**src/rtl/mem_bus_arbiter_if.sv**
```systemverilog
// Bus bundle between the three memory requesters, the arbiter and the memory port.
// The arbiter binds to the slave modport; the requester/memory side uses master.
interface mem_bus_arbiter_if #(
    parameter int ADDR_WIDTH = 16,
    parameter int REG_WIDTH  = 8
);
    logic                  req_f;
    logic [ADDR_WIDTH-1:0] addr_f;
    logic                  req_e;
    logic [ADDR_WIDTH-1:0] addr_e;
    logic                  we_e;
    logic [REG_WIDTH-1:0]  wdata_e;
    logic                  lock_e;
    logic                  req_d;
    logic [ADDR_WIDTH-1:0] addr_d;
    logic                  we_d;
    logic [REG_WIDTH-1:0]  wdata_d;
    logic                  last_d;
    logic [REG_WIDTH-1:0]  mem_rdata;
    logic                  gnt_f;
    logic                  gnt_e;
    logic                  gnt_d;
    logic [ADDR_WIDTH-1:0] mem_addr;
    logic                  mem_we;
    logic [REG_WIDTH-1:0]  mem_wdata;
    logic                  rvalid_f;
    logic                  rvalid_e;
    logic                  rvalid_d;
    logic [REG_WIDTH-1:0]  rdata;
    logic                  dma_active;

    modport master (
        output req_f, addr_f, req_e, addr_e, we_e, wdata_e, lock_e,
               req_d, addr_d, we_d, wdata_d, last_d, mem_rdata,
        input  gnt_f, gnt_e, gnt_d, mem_addr, mem_we, mem_wdata,
               rvalid_f, rvalid_e, rvalid_d, rdata, dma_active
    );

    modport slave (
        input  req_f, addr_f, req_e, addr_e, we_e, wdata_e, lock_e,
               req_d, addr_d, we_d, wdata_d, last_d, mem_rdata,
        output gnt_f, gnt_e, gnt_d, mem_addr, mem_we, mem_wdata,
               rvalid_f, rvalid_e, rvalid_d, rdata, dma_active
    );
endinterface

```
**src/rtl/mem_bus_arbiter.sv**
```systemverilog
// Shares the CPU memory port between fetcher (F), executor (E) and OAM DMA (D).
// Optional fetch anti-starvation guard: define ARB_STARVE_GUARD_EN.
//
// state     | meaning
// ST_ARB    | fixed priority D > E > F, one beat per cycle
// ST_LOCK_E | executor read-modify-write in progress, only E may be granted
// ST_LOCK_D | DMA burst in progress, only D may be granted
module mem_bus_arbiter #(
    parameter int ADDR_WIDTH    = 16,
    parameter int REG_WIDTH     = 8,
    parameter int DMA_MAX_BURST = 256,
    parameter int STARVE_MAX    = 4
) (
    input  logic              i_phi1,
    input  logic              i_reset,
    mem_bus_arbiter_if.slave  bus
);
    localparam int BW = $clog2(DMA_MAX_BURST + 1);

    typedef enum logic [1:0] {ST_ARB, ST_LOCK_E, ST_LOCK_D} state_t;

    state_t                r_state;
    state_t                w_next;
    logic [BW-1:0]         r_burst_cnt;
    logic [BW-1:0]         w_burst_next;
    logic                  w_gnt_f;
    logic                  w_gnt_e;
    logic                  w_gnt_d;
    logic                  w_promote_f;
    logic [ADDR_WIDTH-1:0] r_mem_addr;
    logic                  r_mem_we;
    logic [REG_WIDTH-1:0]  r_mem_wdata;
    logic [2:0]            r_rd_s1;
    logic [2:0]            r_rvalid;

`ifdef ARB_STARVE_GUARD_EN
    localparam int SW = $clog2(STARVE_MAX + 1);
    logic [SW-1:0] r_starve_cnt;
    logic [SW-1:0] w_starve_next;

    assign w_promote_f = bus.req_f && (r_starve_cnt == SW'(STARVE_MAX));

    // Counts only while arbitrating; saturates so a D grant at the limit keeps F promoted.
    always_comb begin
        w_starve_next = r_starve_cnt;
        if (r_state == ST_ARB) begin
            if (!bus.req_f || w_gnt_f)
                w_starve_next = '0;
            else if (r_starve_cnt != SW'(STARVE_MAX))
                w_starve_next = r_starve_cnt + SW'(1);
        end
    end

    always_ff @(posedge i_phi1 or posedge i_reset) begin
        if (i_reset) r_starve_cnt <= '0;
        else         r_starve_cnt <= w_starve_next;
    end
`else
    assign w_promote_f = 1'b0;
`endif

    always_ff @(posedge i_phi1 or posedge i_reset) begin
        if (i_reset) begin
            r_state     <= ST_ARB;
            r_burst_cnt <= '0;
        end else begin
            r_state     <= w_next;
            r_burst_cnt <= w_burst_next;
        end
    end

    always_comb begin
        w_next       = r_state;
        w_burst_next = r_burst_cnt;
        w_gnt_f      = 1'b0;
        w_gnt_e      = 1'b0;
        w_gnt_d      = 1'b0;
        if (!i_reset) begin
            case (r_state)
                ST_ARB: begin
                    if (bus.req_d) begin
                        w_gnt_d = 1'b1;
                        if (!bus.last_d) begin
                            w_next       = ST_LOCK_D;
                            w_burst_next = BW'(1);
                        end
                    end else if (bus.req_e && !w_promote_f) begin
                        w_gnt_e = 1'b1;
                        if (bus.lock_e) w_next = ST_LOCK_E;
                    end else if (bus.req_f) begin
                        w_gnt_f = 1'b1;
                    end
                end
                ST_LOCK_E: begin
                    if (bus.req_e) begin
                        w_gnt_e = 1'b1;
                        if (!bus.lock_e) w_next = ST_ARB;
                    end
                end
                ST_LOCK_D: begin
                    if (bus.req_d) begin
                        w_gnt_d = 1'b1;
                        if (r_burst_cnt != BW'(DMA_MAX_BURST))
                            w_burst_next = r_burst_cnt + BW'(1);
                        if (bus.last_d || w_burst_next == BW'(DMA_MAX_BURST))
                            w_next = ST_ARB;
                    end
                end
                default: w_next = ST_ARB;
            endcase
        end
    end

    // Read owner travels two stages so rvalid lines up with mem_rdata.
    always_ff @(posedge i_phi1 or posedge i_reset) begin
        if (i_reset) begin
            r_mem_addr  <= '0;
            r_mem_we    <= 1'b0;
            r_mem_wdata <= '0;
            r_rd_s1     <= '0;
            r_rvalid    <= '0;
        end else begin
            r_mem_we <= 1'b0;
            r_rd_s1  <= '0;
            r_rvalid <= r_rd_s1;
            if (w_gnt_d) begin
                r_mem_addr  <= bus.addr_d;
                r_mem_we    <= bus.we_d;
                r_mem_wdata <= bus.wdata_d;
                r_rd_s1     <= {!bus.we_d, 2'b00};
            end else if (w_gnt_e) begin
                r_mem_addr  <= bus.addr_e;
                r_mem_we    <= bus.we_e;
                r_mem_wdata <= bus.wdata_e;
                r_rd_s1     <= {1'b0, !bus.we_e, 1'b0};
            end else if (w_gnt_f) begin
                r_mem_addr  <= bus.addr_f;
                r_mem_wdata <= '0;
                r_rd_s1     <= 3'b001;
            end
        end
    end

    assign bus.gnt_f      = w_gnt_f;
    assign bus.gnt_e      = w_gnt_e;
    assign bus.gnt_d      = w_gnt_d;
    assign bus.mem_addr   = r_mem_addr;
    assign bus.mem_we     = r_mem_we;
    assign bus.mem_wdata  = r_mem_wdata;
    assign bus.rvalid_f   = r_rvalid[0];
    assign bus.rvalid_e   = r_rvalid[1];
    assign bus.rvalid_d   = r_rvalid[2];
    assign bus.rdata      = bus.mem_rdata;
    assign bus.dma_active = (r_state == ST_LOCK_D);
endmodule

```
**src/flat_wrapper.sv**
```systemverilog
// flat-port wrapper written by rule: the top's interface ports become plain ports
module mem_bus_arbiter_flat 
#(
    parameter int ADDR_WIDTH    = 16,
    parameter int REG_WIDTH     = 8,
    parameter int DMA_MAX_BURST = 256,
    parameter int STARVE_MAX    = 4
)
  (i_phi1, i_reset, bus_req_f, bus_addr_f, bus_req_e, bus_addr_e, bus_we_e, bus_wdata_e, bus_lock_e, bus_req_d, bus_addr_d, bus_we_d, bus_wdata_d, bus_last_d, bus_mem_rdata, bus_gnt_f, bus_gnt_e, bus_gnt_d, bus_mem_addr, bus_mem_we, bus_mem_wdata, bus_rvalid_f, bus_rvalid_e, bus_rvalid_d, bus_rdata, bus_dma_active);
  mem_bus_arbiter_if #(.ADDR_WIDTH(ADDR_WIDTH), .REG_WIDTH(REG_WIDTH)) bus_i ();
  input  logic i_phi1;
  input  logic i_reset;
  input wire logic [$bits(bus_i.req_f)-1:0] bus_req_f;
  input wire logic [$bits(bus_i.addr_f)-1:0] bus_addr_f;
  input wire logic [$bits(bus_i.req_e)-1:0] bus_req_e;
  input wire logic [$bits(bus_i.addr_e)-1:0] bus_addr_e;
  input wire logic [$bits(bus_i.we_e)-1:0] bus_we_e;
  input wire logic [$bits(bus_i.wdata_e)-1:0] bus_wdata_e;
  input wire logic [$bits(bus_i.lock_e)-1:0] bus_lock_e;
  input wire logic [$bits(bus_i.req_d)-1:0] bus_req_d;
  input wire logic [$bits(bus_i.addr_d)-1:0] bus_addr_d;
  input wire logic [$bits(bus_i.we_d)-1:0] bus_we_d;
  input wire logic [$bits(bus_i.wdata_d)-1:0] bus_wdata_d;
  input wire logic [$bits(bus_i.last_d)-1:0] bus_last_d;
  input wire logic [$bits(bus_i.mem_rdata)-1:0] bus_mem_rdata;
  output wire logic [$bits(bus_i.gnt_f)-1:0] bus_gnt_f;
  output wire logic [$bits(bus_i.gnt_e)-1:0] bus_gnt_e;
  output wire logic [$bits(bus_i.gnt_d)-1:0] bus_gnt_d;
  output wire logic [$bits(bus_i.mem_addr)-1:0] bus_mem_addr;
  output wire logic [$bits(bus_i.mem_we)-1:0] bus_mem_we;
  output wire logic [$bits(bus_i.mem_wdata)-1:0] bus_mem_wdata;
  output wire logic [$bits(bus_i.rvalid_f)-1:0] bus_rvalid_f;
  output wire logic [$bits(bus_i.rvalid_e)-1:0] bus_rvalid_e;
  output wire logic [$bits(bus_i.rvalid_d)-1:0] bus_rvalid_d;
  output wire logic [$bits(bus_i.rdata)-1:0] bus_rdata;
  output wire logic [$bits(bus_i.dma_active)-1:0] bus_dma_active;
  assign bus_i.req_f = bus_req_f;
  assign bus_i.addr_f = bus_addr_f;
  assign bus_i.req_e = bus_req_e;
  assign bus_i.addr_e = bus_addr_e;
  assign bus_i.we_e = bus_we_e;
  assign bus_i.wdata_e = bus_wdata_e;
  assign bus_i.lock_e = bus_lock_e;
  assign bus_i.req_d = bus_req_d;
  assign bus_i.addr_d = bus_addr_d;
  assign bus_i.we_d = bus_we_d;
  assign bus_i.wdata_d = bus_wdata_d;
  assign bus_i.last_d = bus_last_d;
  assign bus_i.mem_rdata = bus_mem_rdata;
  assign bus_gnt_f = bus_i.gnt_f;
  assign bus_gnt_e = bus_i.gnt_e;
  assign bus_gnt_d = bus_i.gnt_d;
  assign bus_mem_addr = bus_i.mem_addr;
  assign bus_mem_we = bus_i.mem_we;
  assign bus_mem_wdata = bus_i.mem_wdata;
  assign bus_rvalid_f = bus_i.rvalid_f;
  assign bus_rvalid_e = bus_i.rvalid_e;
  assign bus_rvalid_d = bus_i.rvalid_d;
  assign bus_rdata = bus_i.rdata;
  assign bus_dma_active = bus_i.dma_active;
  mem_bus_arbiter #(.ADDR_WIDTH(ADDR_WIDTH), .REG_WIDTH(REG_WIDTH), .DMA_MAX_BURST(DMA_MAX_BURST), .STARVE_MAX(STARVE_MAX)) u_core (.i_phi1(i_phi1), .i_reset(i_reset), .bus(bus_i));
endmodule
```
**config.mk**
```make
export PLATFORM = sky130hd
export DESIGN_NAME = mem_bus_arbiter_flat
export DESIGN_NICKNAME = d
export VERILOG_FILES = /design/src/rtl/mem_bus_arbiter_if.sv /design/src/rtl/mem_bus_arbiter.sv /design/src/flat_wrapper.sv
export SDC_FILE = /design/constraint.sdc
export NUM_CORES = 1
export LEC_CHECK = 0
export BUFFER_PORTS_ARGS = -buffer_cell sky130_fd_sc_hd__buf_2
export CORE_MARGIN = 2
export CORE_UTILIZATION = 43
export CTS_BUF_LIST = sky130_fd_sc_hd__clkbuf_4 sky130_fd_sc_hd__clkbuf_8
export CTS_CLUSTER_DIAMETER = 100
export DETAILED_ROUTE_END_ITERATION = 8
export PLACE_DENSITY = 0.83
export SLEW_MARGIN = 20
export SYNTH_ARGS = -nofsm -noshare
export SYNTH_HDL_FRONTEND = slang
export SYNTH_SLANG_ARGS = --single-unit
```
**constraint.sdc**
```tcl
create_clock -name i_phi1 -period 1.65 [get_ports i_phi1]
set_input_delay 0.0825 -clock i_phi1 [delete_from_list [all_inputs] [get_ports i_phi1]]
set_output_delay 0.0825 -clock i_phi1 [all_outputs]
set_load 0.1 [all_outputs]
```
==> Word level (Yosys, flattened, before mapping) <==
Index checks and enable logic that the tools add are counted.
{ "classes": {"bitwise": 1, "n_eq_ne": 13, "mux": 40, "add_sub_neg": 1, "n_reduce_logical": 9} }
{ "ops": {"columns": ["op", "count"], "rows": [
  ["$mux 9", 7],
  ["$mux 16", 3],
  ["$mux 8", 3],
  ["$pmux 9 s2", 1],
  ["$mux 2", 8],
  ["$mux 1", 14],
  ["$ne 2x2->1 const B", 5],
  ["$add 9x1->9 const B", 1],
  ["$eq 9x9->1 const B", 1],
  ["$ne 3x3->1 const B", 3],
  ["$ne 9x9->1 const B", 1],
  ["$reduce_and 8->1", 1],
  ["$mux 3", 2],
  ["$pmux 2 s3", 1],
  ["$reduce_and 5->1", 1],
  ["$reduce_bool 3->1", 1],
  ["$eq 2x1->1 const B", 1],
  ["$eq 2x2->1 const B", 1],
  ["$logic_not 1->1", 2],
  ["$logic_not 2->1", 1],
  ["$ne 2x1->1 const B", 1],
  ["$pmux 1 s2", 1],
  ["$reduce_bool 2->1", 1],
  ["$reduce_or 2->1", 1],
  ["other kinds (2)", 2]
]} }
{ "totals": {"regBits": 42, "inputBits": 81, "elab_cells": 71, "out_inout_bits": 40} }

==> Depth between registers and ports, before layout <==
{ "depth": {"depth_word": 10, "ltp_mapped": 7, "mapped_depth_nobuf": 5} }

==> Worst setup path before layout <==
Ideal clock, no wire load.
{ "synth_path": {"path_type": "flip-flop to flip-flop", "from": "register u_core.r_state[1]", "to": "register u_core.r_mem_wdata[0], in the netlist u_core.bus.mem_wdata[0]", "path_stages_with_launch": 7, "path_buffers": 2, "arrival_time_ps": 1816, "setup_slack_ps": -249, "required_time_ps": 1567, "setup_time_ps": 83, "synth_period_minus_slack_ps": 1899, "cell_sequence": "dfrtp_1 or3b_1 buf_2 buf_6 nor2_4 a22oi_1 o21ai_0"} }
{ "synth_between": {"elab_chain_cells": 5, "word_cells_on_any_way": 13, "classes_between": "2 x eq/ne; 8 x mux; 3 x reduce/logical"} }
{ "synth_lines": {"columns": ["item", "line_no", "rtl"], "rows": [
  ["from (decl)", "mem_bus_arbiter.sv:22", "state_t r_state;"],
  ["from (signal assigned)", "mem_bus_arbiter.sv:67", "r_state <= w_next;"],
  ["$eq 2x1->1 or $logic_not 2->1 (tied branches)", "mem_bus_arbiter.sv:79", "case (r_state)"],
  ["$pmux 1 s2 (*)", "mem_bus_arbiter.sv:79", null],
  ["$mux 1 (*)", "mem_bus_arbiter.sv:78", "if (!i_reset) begin"],
  ["net bus_gnt_e", "flat_wrapper.sv:27", "output wire logic [$bits(bus_i.gnt_e)-1:0] bus_gnt_e;"],
  ["$mux 8", "mem_bus_arbiter.sv:131", "end else if (w_gnt_e) begin"],
  ["$mux 8", "mem_bus_arbiter.sv:126", "if (w_gnt_d) begin"],
  ["to (signal assigned)", "mem_bus_arbiter.sv:129", "r_mem_wdata <= bus.wdata_d;"],
  ["to (signal assigned)", "mem_bus_arbiter.sv:134", "r_mem_wdata <= bus.wdata_e;"],
  ["to (decl)", "mem_bus_arbiter.sv:32", "logic [REG_WIDTH-1:0] r_mem_wdata;"]
]} }
The timed path passes the listed nets; every way through them passes the cells marked *.
A chain may end at the register's enable or synchronous reset.

==> Worst setup path in the final report <==
{ "layout_path": {"from": "register u_core.r_state[1]", "to": "register u_core.r_mem_addr[6], in the netlist u_core.bus.mem_addr[6]"} }
{ "layout_between": {"elab_chain_cells": 5, "word_cells_on_any_way": 13, "classes_between": "2 x eq/ne; 8 x mux; 3 x reduce/logical"} }
{ "layout_lines": {"columns": ["item", "line_no", "rtl"], "rows": [
  ["$eq 2x1->1 (tied with other cells)", "mem_bus_arbiter.sv:79", null],
  ["$pmux 1 s2 or $reduce_or 2->1 (tied branches)", null, null],
  ["$mux 1 (on tied branches)", null, null],
  ["$mux 16 or $mux 1 (tied branches)", "mem_bus_arbiter.sv:131, mem_bus_arbiter.sv:78", null],
  ["$mux 16 or $reduce_bool 3->1 (tied branches)", null, null],
  ["to (signal assigned)", "mem_bus_arbiter.sv:127", "r_mem_addr <= bus.addr_d;"],
  ["to (signal assigned)", "mem_bus_arbiter.sv:132", "r_mem_addr <= bus.addr_e;"],
  ["to (signal assigned)", "mem_bus_arbiter.sv:137", "r_mem_addr <= bus.addr_f;"],
  ["to (decl)", "mem_bus_arbiter.sv:30", "logic [ADDR_WIDTH-1:0] r_mem_addr;"]
]} }
Parallel ways exist; a longest one is shown, timed or not.

==> impl_results.md <==
- Distinct cell type count after synthesis: 44
- Residual DRC count: 0
- Required time reported for the critical path endpoint: 1.84 ns
- Max cap viols: 0
- Minimum clock period: roughly 1.7 ns
- Vertical die dimension: 79.83 um
- Minimum setup slack after placement: -0.005746 ns
- H-tree Lvls: 2
- Latest clock arrival within the worst-skew pair: 0.30 ns
- Drt initial violations: 196
- Cells taking the most area after synthesis: sky130_fd_sc_hd__dfrtp_1 43%, sky130_fd_sc_hd__mux2_2 7.7%, sky130_fd_sc_hd__o21ai_0 7.7%
- Number of global-route vias before repair: 2307
- Hold path depth: 3
- Startpoint types: flip-flop
- Die extent in x: 79.83 um
- Number of diodes: 0
- Overflow left after global routing: 0
- Area share of and/or/nand/nor cells after synthesis: 16.19%
- Final non-filler cell area: 3407 um2
- Number of max-slew violations in the final report: 0
- Worst slew margin relative to its limit: 65.42%
- Floorplan die area: 6372 um2
- Cell type contributing the most total cell area after synthesis: sky130_fd_sc_hd__dfrtp_1
- Area grow syn2layout: 37.80%
- Largest vdd supply drop: 0.7441 mV
- Proportion of synthesized flip-flops having asynchronous set or reset: 100.0%
- Proportion of netlist area held by the largest area contributor: 42.51%
- Final worst-path setup slack: -0.02318 ns
- ANT nets after route: 0
- Tightest Hold Check Type: primary input to flip-flop
- Root cell of the clock tree: sky130_fd_sc_hd__clkbuf_8
- Worst-case clock skew: 0.009660 ns
- Total nets after synthesis: 351
- CTS tree: yes
- Setup TNS: -0.1053 ns
- Sequential-to-total area share from yosys stat: 42.51%
- Share of final-layout standard cells stronger than drive strength 1: between 40% and 50%
- Count of endpoints failing setup in the final report: 9
- Cell Count, Final, Fillers Out: 452
- Critical register-to-register path startpoint: u_core.r_state[1]
- Met3 WL post-DR: 443 um
- Count of mapped cells out of synthesis: 268
- Xor/xnor cell area share of the yosys netlist: under 10%
- Final Wtd Congestion: 0.8197
- Hold-critical path endpoint: u_core.bus.mem_wdata[2]
- Maximum operating frequency: 597.7 MHz
- Number of enable-type register cells in the synthesized netlist: 0
- Global Route Usage Sum: a little over a fifth
- Detailed placement HPWL: 5.039 mm
- Vias per cell: 5.524
- Critical path peak fanout: 13
- Unrepaired setup endpoints after global routing: yes
- Status: finished, violations left
- Register-to-register setup slack: -0.02 ns
- Area of the mapped netlist: roughly 2500 um2
- Largest net degree at the start of global routing: 37
- Worst path arrival time: 1.86 ns
- Total placed instance area: 3131 um2
- Hold WS: 0.006985 ns
- Hold path startpoint: bus_wdata_e[2]
- Synth Flop Type: sky130_fd_sc_hd__dfrtp_1
- DR top layer: met4
- Number of buffers inserted during clock tree synthesis: 5
- Register clock-pin slew on the reported worst setup and hold paths: 0.09 ns
- Number of placed cells counting well taps: 431
- Clock sink count: 42
- NumNets Final: 462
- Via count of the routed design: roughly 2500
- Count of state elements after synthesis: 42
- WL per Instance: around 16 um
- Maximum root-to-sink buffer count: 2
- Violated checks: negative setup slack
- Total core area: 5540 um2
- Leakage power summed over all cells: 0.001609 uW
- Final hold violations: 0
- WL final: 7.194 mm
- Compound-Gate Fraction of Synth Area: between 20% and 30%
- Kind of critical path: flip-flop to flip-flop
- Largest family of logic cells by synthesized area: compound AO/OA/AOI/OAI gates
- WL met2: 3.645 mm
- Total of buffers placed on input and output ports: 104
- Post-route clock period utilization: 101.4%
- Length of routed wiring on met1: 2.883 mm
- Pwr dens: roughly 1300 nW/um2
- Destination of the worst register-to-register timing path: u_core.bus.mem_addr[6]
- Total iterations of the first detailed-routing run: 4
- Row Count: 27
- Global-route wire length before repair: 10.66 mm
- Starting utilization of the core area: 44.63%
- Number of antenna violations at the first check in global routing: 0
- Capturing element type of the critical path: flip-flop
- Adder-cell share of the synthesized area: between 1 and 1.5%
- Reg2reg path depth: 6
- Share of synthesized area spent on multiplexers: under 10%
- Count of boundary I/O pins: 121
- Number of warnings reported in the yosys synthesis log: 0
- Post-synthesis average cell area: between 9 and 10 um2
- Slew at the pin with the worst max-slew slack: 0.5223 ns
-- power breakdown --
group	internal (uW)	switching, uW	total [uW]
clock	303	395	697
sequential	1240	162	1400
combinational	632	1850	2480
-- registers in the layout, indices dropped and copies added (netlist names) --
| register | flops |
|---|---|
| u_core.bus.mem_addr | 16 |
| u_core.bus.mem_wdata | 8 |
| u_core.bus.mem_we | 1 |
| u_core.r_burst_cnt | 9 |
| u_core.r_rd_s1 | 3 |
| u_core.r_rvalid | 3 |
| u_core.r_state | 2 |
-- placed cells by master, fill, tap and decap left out, types with 6 or more instances in the layout --
master / count
sky130_fd_sc_hd__buf_4: 19
sky130_fd_sc_hd__inv_1: 12
sky130_fd_sc_hd__dfrtp_1: 39
sky130_fd_sc_hd__a22oi_1: 9
sky130_fd_sc_hd__o21ai_0: 23
sky130_fd_sc_hd__buf_12: 6
sky130_fd_sc_hd__mux2_2: 17
sky130_fd_sc_hd__o21ai_1: 16
sky130_fd_sc_hd__nor2_1: 23
sky130_fd_sc_hd__a31oi_1: 20
sky130_fd_sc_hd__nand3_1: 19
sky130_fd_sc_hd__buf_2: 101
-- synthesized netlist by cell type (all sizes together) (2+ instances only) --
| library cell | count |
|---|---|
| a21o | 2 |
| a21oi | 3 |
| a22o | 2 |
| a22oi | 9 |
| a31oi | 20 |
| and3 | 3 |
| and4b | 2 |
| buf | 23 |
| clkbuf | 8 |
| dfrtp | 42 |
| ha | 2 |
| inv | 14 |
| mux2 | 17 |
| nand2 | 2 |
| nand2b | 3 |
| nand3 | 19 |
| nand4 | 4 |
| nor2 | 26 |
| nor2b | 3 |
| nor3 | 2 |
| nor4 | 2 |
| o21ai | 40 |
| o21bai | 2 |
| or3b | 2 |
| xnor2 | 2 |
| xor2 | 2 |
-- critical path: stages (launching register included) --
cell,delay (ns)
sky130_fd_sc_hd__dfrtp_1,0.39
sky130_fd_sc_hd__buf_4,0.19
sky130_fd_sc_hd__o21bai_1,0.18
sky130_fd_sc_hd__a21oi_2,0.17
sky130_fd_sc_hd__buf_4,0.15
sky130_fd_sc_hd__clkbuf_16,0.15
sky130_fd_sc_hd__mux2_2,0.33
-- area by class of cell --
type / instances / area [um2]
Tap cell: 72 / 90.09
Inverter: 14 / 55.05
Sequential cell: 42 / 1055
Multi-Input combinational cell: 181 / 1235
Fill cell: 460 / 2133
Clock buffer: 5 / 68.82
Timing Repair Buffer: 135 / 879.6
Clock inverter: 3 / 23.77
-- metal layers --
metal	track usage, %	vias up
met1	25.18	1204
met5	0	-
met2	37.82	86
li1	-	1186
met4	9.661	0
met3	5.317	21
-- logic make-up after synthesis --
kind of cell,after synthesis
compound gates,84
simple gates,73
buf+inv,45
flops,42
mux,18
xor+xnor,4
fa+ha+maj,2
-- worst max path at each step --
stage                          startpoint                       to  slack [ns]  depth (start not counted)
finish                  u_core.r_state[1]   u_core.bus.mem_addr[6]       -0.02                          6
global route            u_core.r_state[1]   u_core.bus.mem_addr[9]       -0.04                          6
CTS                     u_core.r_state[1]                bus_gnt_e       -0.06                          5
detailed placement  u_core.r_burst_cnt[2]        u_core.r_state[1]      -0.006                          4
global placement    u_core.r_burst_cnt[5]        u_core.r_state[1]       -0.01                          4
floorplan               u_core.r_state[1]  u_core.bus.mem_wdata[0]       -0.25                          6
-- metrics by stage --
step | total power, uW | utilization (%)
after floorplan | 3363 | -
after global placement | 3729 | 56.50
after detailed placement | 3773 | 56.50
after CTS | 4495 | 59.67
after global routing | 4780 | 61.50
final | 4586 | 61.50
-- what timing repair did --
| action | CTS | global route |
|---|---|---|
| buffers inserted | 5 | 5 |
| hold buffers | 3 | 0 |
| pin swaps | 3 | 7 |
| endpoints found under the hold margin | 9 | 0 |
| gates resized for setup | 18 | 16 |
| gates cloned | 0 | 1 |
| setup endpoints to repair | 5 | 24 |
(Power assumes the default switching activity.)
